==> src/rtl/hc193_pulse_driver.sv <==
// hc193_pulse_driver: generates the CPU/CPD/PL_BAR/MR waveforms for a 74HC193-style counter.
// It accepts one command at a time over valid/ready and runs that command to completion.
// It also flags carry/borrow (wrap) seen during an up/down command.
module hc193_pulse_driver #(
  parameter int unsigned LOW_CYC  = 2,
  parameter int unsigned HIGH_CYC = 2,
  parameter int unsigned CNT_W    = 8
) (
  input  logic             i_clk,
  input  logic             i_rst_n,
  input  logic             i_cmd_valid,
  output logic             o_cmd_ready,
  input  logic [1:0]       i_cmd_op,
  input  logic [CNT_W-1:0] i_cmd_n,
  input  logic [3:0]       i_cmd_d,
  input  logic             i_tcu_bar,
  input  logic             i_tcd_bar,
  output logic             o_cpu,
  output logic             o_cpd,
  output logic             o_pl_bar,
  output logic             o_mr,
  output logic [3:0]       o_d,
  output logic             o_done,
  output logic             o_wrap
);

  localparam int unsigned MaxCyc = (LOW_CYC > HIGH_CYC) ? LOW_CYC : HIGH_CYC;
  localparam int unsigned TmrW   = (MaxCyc > 1) ? $clog2(MaxCyc) : 1;
  // The phase timer counts down from (cycles - 1) to zero.
  localparam logic [TmrW-1:0] LowLd  = TmrW'(LOW_CYC - 1);
  localparam logic [TmrW-1:0] HighLd = TmrW'(HIGH_CYC - 1);

  localparam logic [1:0] OpUp   = 2'b00;
  localparam logic [1:0] OpDown = 2'b01;
  localparam logic [1:0] OpLoad = 2'b10;
  localparam logic [1:0] OpClr  = 2'b11;

  typedef enum logic [1:0] {StIdle, StAct, StRec, StDone} state_e;

  state_e           r_state;
  logic [1:0]       r_op;
  logic [CNT_W-1:0] r_rem;
  logic [TmrW-1:0]  r_tmr;
  logic             r_ready;
  logic             r_cpu;
  logic             r_cpd;
  logic             r_pl_bar;
  logic             r_mr;
  logic [3:0]       r_d;
  logic             r_done;
  logic             r_wrap;

  logic [1:0]       w_act_op;
  logic             w_cnt_op;
  logic             w_wrap_hit;

  // The op that selects the active levels: the incoming op at handshake, else the latched op.
  always_comb begin
    w_act_op   = (r_state == StIdle) ? i_cmd_op : r_op;
    w_cnt_op   = ~i_cmd_op[1];
    w_wrap_hit = (~r_cpu & ~i_tcu_bar) | (~r_cpd & ~i_tcd_bar);
  end

  // Command FSM; every waveform output is a register updated alongside the state.
  always_ff @(posedge i_clk or negedge i_rst_n) begin
    if (!i_rst_n) begin
      r_state  <= StIdle;
      r_op     <= OpUp;
      r_rem    <= '0;
      r_tmr    <= '0;
      r_ready  <= 1'b1;
      r_cpu    <= 1'b1;
      r_cpd    <= 1'b1;
      r_pl_bar <= 1'b1;
      r_mr     <= 1'b0;
      r_d      <= 4'h0;
      r_done   <= 1'b0;
      r_wrap   <= 1'b0;
    end else begin
      r_done <= 1'b0;
      // Carry/borrow only counts while the matching count clock is held low.
      if (w_wrap_hit) begin
        r_wrap <= 1'b1;
      end
      unique case (r_state)
        StIdle: begin
          if (i_cmd_valid) begin
            r_op    <= i_cmd_op;
            r_rem   <= i_cmd_n;
            r_wrap  <= 1'b0;
            r_ready <= 1'b0;
            r_tmr   <= LowLd;
            if (i_cmd_op == OpLoad) begin
              r_d <= i_cmd_d;
            end
            if (w_cnt_op && (i_cmd_n == '0)) begin
              // A zero-length count finishes without touching the outputs.
              r_state <= StDone;
              r_done  <= 1'b1;
            end else begin
              r_state  <= StAct;
              r_cpu    <= (w_act_op != OpUp);
              r_cpd    <= (w_act_op != OpDown);
              r_pl_bar <= (w_act_op != OpLoad);
              r_mr     <= (w_act_op == OpClr);
            end
          end
        end
        StAct: begin
          if (r_tmr == '0) begin
            r_state  <= StRec;
            r_tmr    <= HighLd;
            r_cpu    <= 1'b1;
            r_cpd    <= 1'b1;
            r_pl_bar <= 1'b1;
            r_mr     <= 1'b0;
            if (!r_op[1]) begin
              r_rem <= r_rem - 1'b1;
            end
          end else begin
            r_tmr <= r_tmr - 1'b1;
          end
        end
        StRec: begin
          if (r_tmr == '0) begin
            if (!r_op[1] && (r_rem != '0)) begin
              r_state <= StAct;
              r_tmr   <= LowLd;
              r_cpu   <= (w_act_op != OpUp);
              r_cpd   <= (w_act_op != OpDown);
            end else begin
              r_state <= StDone;
              r_done  <= 1'b1;
            end
          end else begin
            r_tmr <= r_tmr - 1'b1;
          end
        end
        StDone: begin
          r_state <= StIdle;
          r_ready <= 1'b1;
        end
        default: begin
          r_state <= StIdle;
          r_ready <= 1'b1;
        end
      endcase
    end
  end

  // Drive the ports from the registers.
  always_comb begin
    o_cmd_ready = r_ready;
    o_cpu       = r_cpu;
    o_cpd       = r_cpd;
    o_pl_bar    = r_pl_bar;
    o_mr        = r_mr;
    o_d         = r_d;
    o_done      = r_done;
    o_wrap      = r_wrap;
  end

endmodule

==> config.mk <==
export PLATFORM = sky130hd
export DESIGN_NAME = hc193_pulse_driver
export DESIGN_NICKNAME = d
export VERILOG_FILES = /design/src/rtl/hc193_pulse_driver.sv
export SDC_FILE = /design/constraint.sdc
export NUM_CORES = 1
export LEC_CHECK = 0
export CAP_MARGIN = 10
export CORE_MARGIN = 4
export CORE_UTILIZATION = 51
export CTS_CLUSTER_DIAMETER = 40
export CTS_CLUSTER_SIZE = 28
export DETAILED_ROUTE_END_ITERATION = 10
export HOLD_SLACK_MARGIN = 0.12
export PLACE_DENSITY = 0.79
export SLEW_MARGIN = 20
export SYNTH_ARGS = -nofsm -noshare
export SYNTH_HDL_FRONTEND = slang
export SYNTH_SLANG_ARGS = --single-unit
==> constraint.sdc <==
create_clock -name i_clk -period 3.11 [get_ports i_clk]
set_input_delay 0.311 -clock i_clk [delete_from_list [all_inputs] [get_ports i_clk]]
set_output_delay 0.311 -clock i_clk [all_outputs]
set_load 0.1 [all_outputs]
# Yosys cells after proc, flatten, opt, wreduce, memory -nomap -nowiden

Index checks and enable logic that the tools add are counted.

Bitwise gates (word level): 8
$lt $le $gt $ge: 0
Divide/modulo/power cells: 0
Add/sub/neg operators: 2
Multipliers: 0
Equality and inequality tests: 13
Multiplexer cells: 44
Shift operators: 0
Reductions and logical operators: 18

Operator list:

| kind                | number |
|---|---|
| $mux 1              | 26 |
| $mux 8              | 3 |
| $pmux 8 s2          | 1 |
| $ne 2x2->1 const B  | 7 |
| $mux 2              | 6 |
| $pmux 1 s3          | 3 |
| $eq 2x2->1 const B  | 4 |
| $logic_not 8->1     | 1 |
| $pmux 1 s2          | 4 |
| $pmux 2 s4          | 1 |
| $reduce_and 4->1    | 2 |
| $reduce_bool 8->1   | 1 |
| $sub 8x1->8 const B | 1 |
| $reduce_and 2->1    | 3 |
| $reduce_and 3->1    | 2 |
| $reduce_and 6->1    | 1 |
| $reduce_bool 2->1   | 3 |
| $not 1->1           | 5 |
| $reduce_bool 3->1   | 1 |
| $and 1x1->1         | 2 |
| $eq 2x1->1 const B  | 1 |
| $logic_and 1x1->1   | 2 |
| $logic_not 2->1     | 1 |
| $ne 2x1->1 const B  | 1 |
| 3 further kinds     | 3 |

Bits in read-only memories: 0
Bits in latches: 0
Bits in writable memories: 0
Output and inout bits: 11
Memories kept: 0
Input bits: 19
Flip-flop bits (word level): 24
Word-level logic and storage cells: 97

# Longest topological paths before layout

Gate-level depths: netlist (run 1).

Depth after elaboration: 6
Mapped depth: 7
Depth with buffers taken out: 6

# Worst setup path before layout (run 1)

OpenSTA, ideal clock, no wires.

Path kind: register to register
Start: register r_state[0]
End: register r_rem[2]
Setup time: 0.124 ns
Data arrival time: 1.487 ns
Stages on the path, launching flop included: 8
Setup slack: 1.499 ns
Clock period less this slack: 1.611 ns
Required time: 2.986 ns
Buffers on the path: 2
Cells stage by stage: dfrtp_1 -> inv_1 -> ha_1 -> buf_4 -> o211ai_1 -> buf_4 -> a21oi_1 -> a2bb2oi_1

Cells in the longest elaborated chain, start to end: 3
Elaborated cells between the ends (all ways): 8
Those cells by class: eq/ne: 4; mux: 1; reduce/logical: 3

RTL lines:

| item                                                      | line | text |
|---|---|---|
| from (decl)                                               | 40   | `state_e r_state;` |
| from (signal assigned)                                    | 67   | `r_state <= StIdle;` |
| from (signal assigned)                                    | 98   | `r_state <= StDone;` |
| from (signal assigned)                                    | 101  | `r_state <= StAct;` |
| $eq 2x1->1 or $logic_not 2->1 (tied branches)             | 85   | `unique case (r_state)` |
| $ne 2x2->1 (no line) or $reduce_bool 2->1 (tied branches) | n/a  |  |
| $reduce_and 4->1 (no line)                                | n/a  |  |
| to (signal assigned)                                      | 89   | `r_rem <= i_cmd_n;` |
| to (signal assigned)                                      | 118  | `r_rem <= r_rem - 1'b1;` |
| to (decl)                                                 | 42   | `logic [CNT_W-1:0] r_rem;` |

Parallel ways exist; a longest one is shown, timed or not.
A chain may end at the register's enable or synchronous reset.

# Final worst setup path (run 1)

Start: register r_state[1]
End: register r_rem[0]

Same word-level chain as after synthesis.

==> results of run 1 <==
==> per-stage QoR <==
| step | hold WS [ns] | cells | worst slack (ns) | util | area [um2] |
|---|---|---|---|---|---|
| 6_report | 0.5028 | 204 | 0.7244 | 0.6857 | 1760 |
| 5_1_grt | 0.5420 | 204 | 0.4501 | 0.6857 | 1760 |
| 4_1_cts | 0.5112 | 204 | 0.7597 | 0.6857 | 1760 |
| 3_5_place_dp | 0.4759 | 200 | 0.7885 | 0.6652 | 1708 |
| 3_3_place_gp | 0.4731 | 200 | 0.8910 | 0.6652 | 1708 |
| 2_1_floorplan | 0.01541 | 145 | 1.499 | - | 1413 |
==> registers in the layout, summed over array words and instances, names as in the netlist <==
register / count
r_rem: 8
r_tmr: 1
o_pl_bar: 1
o_wrap: 1
o_cpd: 1
o_mr: 1
o_cpu: 1
o_d: 4
o_cmd_ready: 1
r_op: 2
o_done: 1
r_state: 2
==> layout by cell type, fill, tap and decap left out, drive strengths merged, types with 3 or more instances in the layout <==
cell type,count
clkdlybuf4s50,25
dfrtp,20
nor2,15
a21oi,13
nand2,11
o21ai,11
ha,7
inv,6
mux2,5
buf,5
a31oi,4
dfstp,4
o22ai,3
mux2i,3
a21o,3
nand3,3
a2bb2oi,3
clkbuf,3
nor3,3
==> critical path: stages, from the launching register on <==
cell,delay [ns]
dfrtp_1,0.45
inv_1,0.10
ha_1,0.63
o21ai_0,0.20
o211ai_1,0.44
inv_1,0.21
a31o_1,0.27
==> path summary, 6_finish.rpt <==
check | startpoint | end | slack (ns) | cells after the start
setup / recovery | r_state[1] | r_rem[0] | 0.72 | 6
hold / removal | o_mr | o_mr | 0.50 | 1
setup reg to reg | r_state[1] | r_rem[0] | 0.72 | 6
hold reg to reg | o_mr | o_mr | 0.50 | 1
max in group asynchronous | i_rst_n | o_pl_bar | 1.87 | 2
min in group asynchronous | i_rst_n | r_rem[3] | 0.54 | 1
==> final cells by class <==
class,instances,area (um2),area share
inverter,7,26.28,0.01493
clock inverter,1,30.03,0.01706
timing repair buffer,30,287.8,0.1635
multi-input combinational,109,750.7,0.4264
sequential,24,605.6,0.3440
clock buffer,3,22.52,0.01279
tap,30,37.54,0.02132
==> per-layer routing <==
layer,up-vias,share of wire
li1,590,-
met1,607,0.42
met2,47,0.52
met3,4,0.055
met4,0,0.0089
met5,-,0
==> logic make-up after synthesis <==
logic type / count (synthesis)
fa+ha+maj: 7
buf+inv: 12
simple gates: 47
mux: 8
flops: 24
compound gates: 47
==> flow_metrics.env, run 1 <==
export IMPL_status="finished clean"
export IMPL_grt_usage=0.1822
export IMPL_slew_headroom=0.3279
export IMPL_synth_compound_area_share=0.2197
export IMPL_synth_area_leaders="dfrtp_1 (35%), dfstp_2 (7.4%), ha_1 (6.2%), a21oi_1 (4.6%), mux2_2 (4.0%)"
export IMPL_antenna_left=0
export IMPL_area_growth_pct=24.62
export IMPL_ys_types=41
export IMPL_diodes=0
export IMPL_critical_path_class="register to register"
export IMPL_die_h_um=60.63
export IMPL_vias_per_cell=6.118
export IMPL_syn_inst=145
export IMPL_drt_iter0_drc=88
export IMPL_io_buffer_count=29
export IMPL_holdCritPathClass="register to register"
export IMPL_top_usage_layer="met2"
export IMPL_grt_pass1_vias=1185
export IMPL_met2_usage=0.3267
export IMPL_grt_max_degree=25
export IMPL_yosysTopAreaCell="dfrtp_1"
export IMPL_wl_per_cell_um=15.90
export IMPL_cp_arrival_ns=2.60
export IMPL_routabilityCongestion=0.8373
export IMPL_critPathMaxFanout=24
export IMPL_yosys_area_share_adder=0.06200
export IMPL_period_minus_slack_ns=2.386
export IMPL_syn_avg_cell_area_um2=9.742
export IMPL_initial_core_util=0.5502
export IMPL_rsz0062_at_grt="false"
export IMPL_yosys_register_bits=24
export IMPL_synth_top_area_share=0.3543
export IMPL_antenna_found_initial=0
export IMPL_h_tree_depth=1
export IMPL_rows=18
export IMPL_hold_buffers=0
export IMPL_clockRootBuffer="clkbuf_4"
export IMPL_finalSetupViolCount=0
export IMPL_nNetsFinal=201
export IMPL_synth_mux_area_frac=0.06112
export IMPL_synth_ff_type="dfrtp_1"
export IMPL_synthXorXnorAreaFrac=0
export IMPL_path_clk_slew_ns=0.13
export IMPL_cts_setup_buffers=0
export IMPL_use_met3=0.01915
export IMPL_finalHoldViolCount=0
export IMPL_clock_sinks=24
export IMPL_synth_cell_area_mm2=0.001413
export IMPL_end_kind="register"
export IMPL_maxSlewViolCount=0
export IMPL_cts_tree="built"
export IMPL_required_ns=3.32
export IMPL_clockBufferDepth=2
export IMPL_tightest_slew_ns=1.005
export IMPL_route_detailed_drc=0
export IMPL_core_mm2=0.002567
export IMPL_gr_usage_met1=0.2268
export IMPL_clkLatencyLatePin_ns=0.31
export IMPL_drtPass1Iterations=4
export IMPL_synthTopCellsByCount="dfrtp_1 (20), nor2_1 (15), a21oi_1 (13)"
export IMPL_fillers=209
export IMPL_timing_final_crit_share=0.7671
export IMPL_die_w_um=60.63
export IMPL_cts_resized=0
export IMPL_synth_most_common_cell="dfrtp_1"
export IMPL_syn_nets=171
export IMPL_async_flop_share=1.000
export IMPL_hpwl_um=2503
export IMPL_finalSetupTns_ns=0
export IMPL_dieArea_mm2=0.003676
export IMPL_cap_violations=0
export IMPL_drive_above_1_share=0.1494
export IMPL_yosysSeqAreaShare=0.4287
export IMPL_numCtsBuffers=3
export IMPL_finClkSkew_ns=0.003513
export IMPL_synth_edff_count=0
export IMPL_clock_fmax_mhz=419.2
export IMPL_crit_path_start_kind="register"
export IMPL_ys_warn_count=0
export IMPL_wl_um=3243
export IMPL_ios=30
export IMPL_synth_top_family_by_area="compound AO/OA/AOI/OAI gates"
export IMPL_vias=1248
export IMPL_yosys_area_share_simple=0.1887
export IMPL_grt_pass1_wl_um=5085
export IMPL_grt_overflow=0
Power of run 1 is left out: the tool's default activity adds up to more than one toggle a clock period on the data nets, which glitch-free logic cannot reach.
==> run 2: changes to the inputs <==
--- a/config.mk
+++ b/config.mk
@@ -7,12 +7,12 @@
 export LEC_CHECK = 0
 export CAP_MARGIN = 10
 export CORE_MARGIN = 4
-export CORE_UTILIZATION = 51
+export CORE_UTILIZATION = 50
 export CTS_CLUSTER_DIAMETER = 40
 export CTS_CLUSTER_SIZE = 28
 export DETAILED_ROUTE_END_ITERATION = 10
 export HOLD_SLACK_MARGIN = 0.12
-export PLACE_DENSITY = 0.79
+export PLACE_DENSITY = 0.78
 export SLEW_MARGIN = 20
 export SYNTH_ARGS = -nofsm -noshare
 export SYNTH_HDL_FRONTEND = slang
==> constraint.sdc (replaced) <==
create_clock -name i_clk -period 2.45 [get_ports i_clk]
set_input_delay 0.245 -clock i_clk [delete_from_list [all_inputs] [get_ports i_clk]]
set_output_delay 0.245 -clock i_clk [all_outputs]
set_load 0.1 [all_outputs]
==> flow_metrics.env, run 2 (synthesized netlist as in run 1, its figures left out) <==
export IMPL_vias_per_cell=5.908
export IMPL_io_buffer_count=29
export IMPL_period_minus_slack_ns=1.973
export IMPL_placed_cell_area_mm2=0.001707
export IMPL_final_common_cell="dfrtp_1"
export IMPL_design_area_mm2=0.001759
export IMPL_clkLatencyLatePin_ns=0.33
export IMPL_holdCritPathClass="input port to async pin"
export IMPL_status="finished clean"
export IMPL_critical_path_class="register to register"
export IMPL_rsz0062_at_grt="false"
export IMPL_grt_pass1_vias=1232
export IMPL_tightest_slew_ns=0.4657
export IMPL_mostFrequentLayoutCells="dfrtp_1 (20), clkdlybuf4s50_1 (18), nor2_1 (15), buf_4 (14), a21oi_1 (13)"
export IMPL_drtPass1Iterations=4
export IMPL_drive_above_1_share=0.1989
export IMPL_finalSetupTns_ns=0
export IMPL_finalSetupViolCount=0
export IMPL_wl_um=3318
export IMPL_required_ns=2.67
export IMPL_grt_pass1_wl_um=5299
export IMPL_vias=1223
export IMPL_antenna_found_initial=0
export IMPL_maxSlewViolCount=0
export IMPL_clockBufferDepth=2
export IMPL_largest_register_ffs=8
export IMPL_area_growth_pct=24.54
export IMPL_fin_cells=207
export IMPL_ios=30
export IMPL_critPathMaxFanout=13
export IMPL_cts_setup_buffers=0
export IMPL_cp_arrival_ns=2.19
export IMPL_wl_per_cell_um=16.03
export IMPL_cts_tree="built"
export IMPL_route_detailed_drc=0
export IMPL_numCtsBuffers=3
export IMPL_grt_usage=0.1901
export IMPL_end_kind="register"
export IMPL_clockRootBuffer="clkbuf_4"
export IMPL_grt_overflow=0
export IMPL_finalHoldViolCount=0
export IMPL_cts_resized=0
export IMPL_clock_fmax_mhz=506.9
export IMPL_slew_headroom=0.6895
export IMPL_regMostFlops="r_rem"
export IMPL_drt_iter0_drc=77
export IMPL_initial_core_util=0.5167
export IMPL_nNetsFinal=203
export IMPL_path_clk_slew_ns=0.14
export IMPL_diodes=0
export IMPL_timing_final_crit_share=0.8052
export IMPL_dieArea_mm2=0.003739
export IMPL_die_h_um=61.15
export IMPL_finClkSkew_ns=0.01022
export IMPL_rows=19
export IMPL_die_w_um=61.15
export IMPL_core_mm2=0.002734
export IMPL_hold_ws_ns=0.2458
export IMPL_h_tree_depth=1
export IMPL_hpwl_um=2497
export IMPL_cap_violations=0
export IMPL_antenna_left=0
export IMPL_place_inst=203
export IMPL_routabilityCongestion=0.8003
export IMPL_hold_buffers=0
export IMPL_grt_max_degree=25
export IMPL_clock_sinks=24
export IMPL_crit_path_start_kind="register"
[run 2: changes by cell type in the layout (fill, tap and decap cells not counted), sizes merged]
cell | previous run | this run
buf | 5 | 14
clkdlybuf4s50 | 25 | 18
[run 2: area by class of cell]
type / count / area (um2)
Timing Repair Buffer: 32 / 285.3
Inverter: 7 / 26.28
Tap cell: 31 / 38.79
Sequential cell: 24 / 605.6
Clock inverter: 1 / 30.03
Multi-Input combinational cell: 109 / 750.7
Fill cell: 234 / 974.7
Clock buffer: 3 / 22.52
[run 2: critical path, stage by stage (launching register included)]
cell and delay [ns]:
dfrtp_1 0.46, inv_1 0.10, ha_1 0.44, nand3_1 0.22, or2_1 0.33, mux2_2 0.30
[run 2: path summary, 6_finish.rpt]
check | from | to | slack (ns) | cells after the start
hold / removal | i_rst_n | r_rem[6] | 0.25 | 2
setup / recovery | r_state[1] | o_d[1] | 0.48 | 5
max in group asynchronous | i_rst_n | o_cmd_ready | 1.91 | 2
hold reg to reg | o_mr | o_mr | 0.50 | 1
min in group i_clk | o_mr | o_mr | 0.50 | 1
setup reg to reg | r_state[1] | o_d[1] | 0.48 | 5
[run 2: layer usage]
layer  GRT usage  part of all wire  up-vias
li1            -                 -      590
met1      0.2399              0.44      589
met2      0.3112              0.49       36
met3     0.03354             0.043        8
met4     0.09598             0.023        0
met5           0                 0        -
[run 2: stage by stage]
stage	utilization	worst slack, ns
after floorplan	-	0.8390
after global routing	0.6435	0.3093
after CTS	0.6435	0.4834
final	0.6435	0.4772
after detailed placement	0.6243	0.4918
after global placement	0.6243	0.6240
Power of run 2 is left out for the same reason.
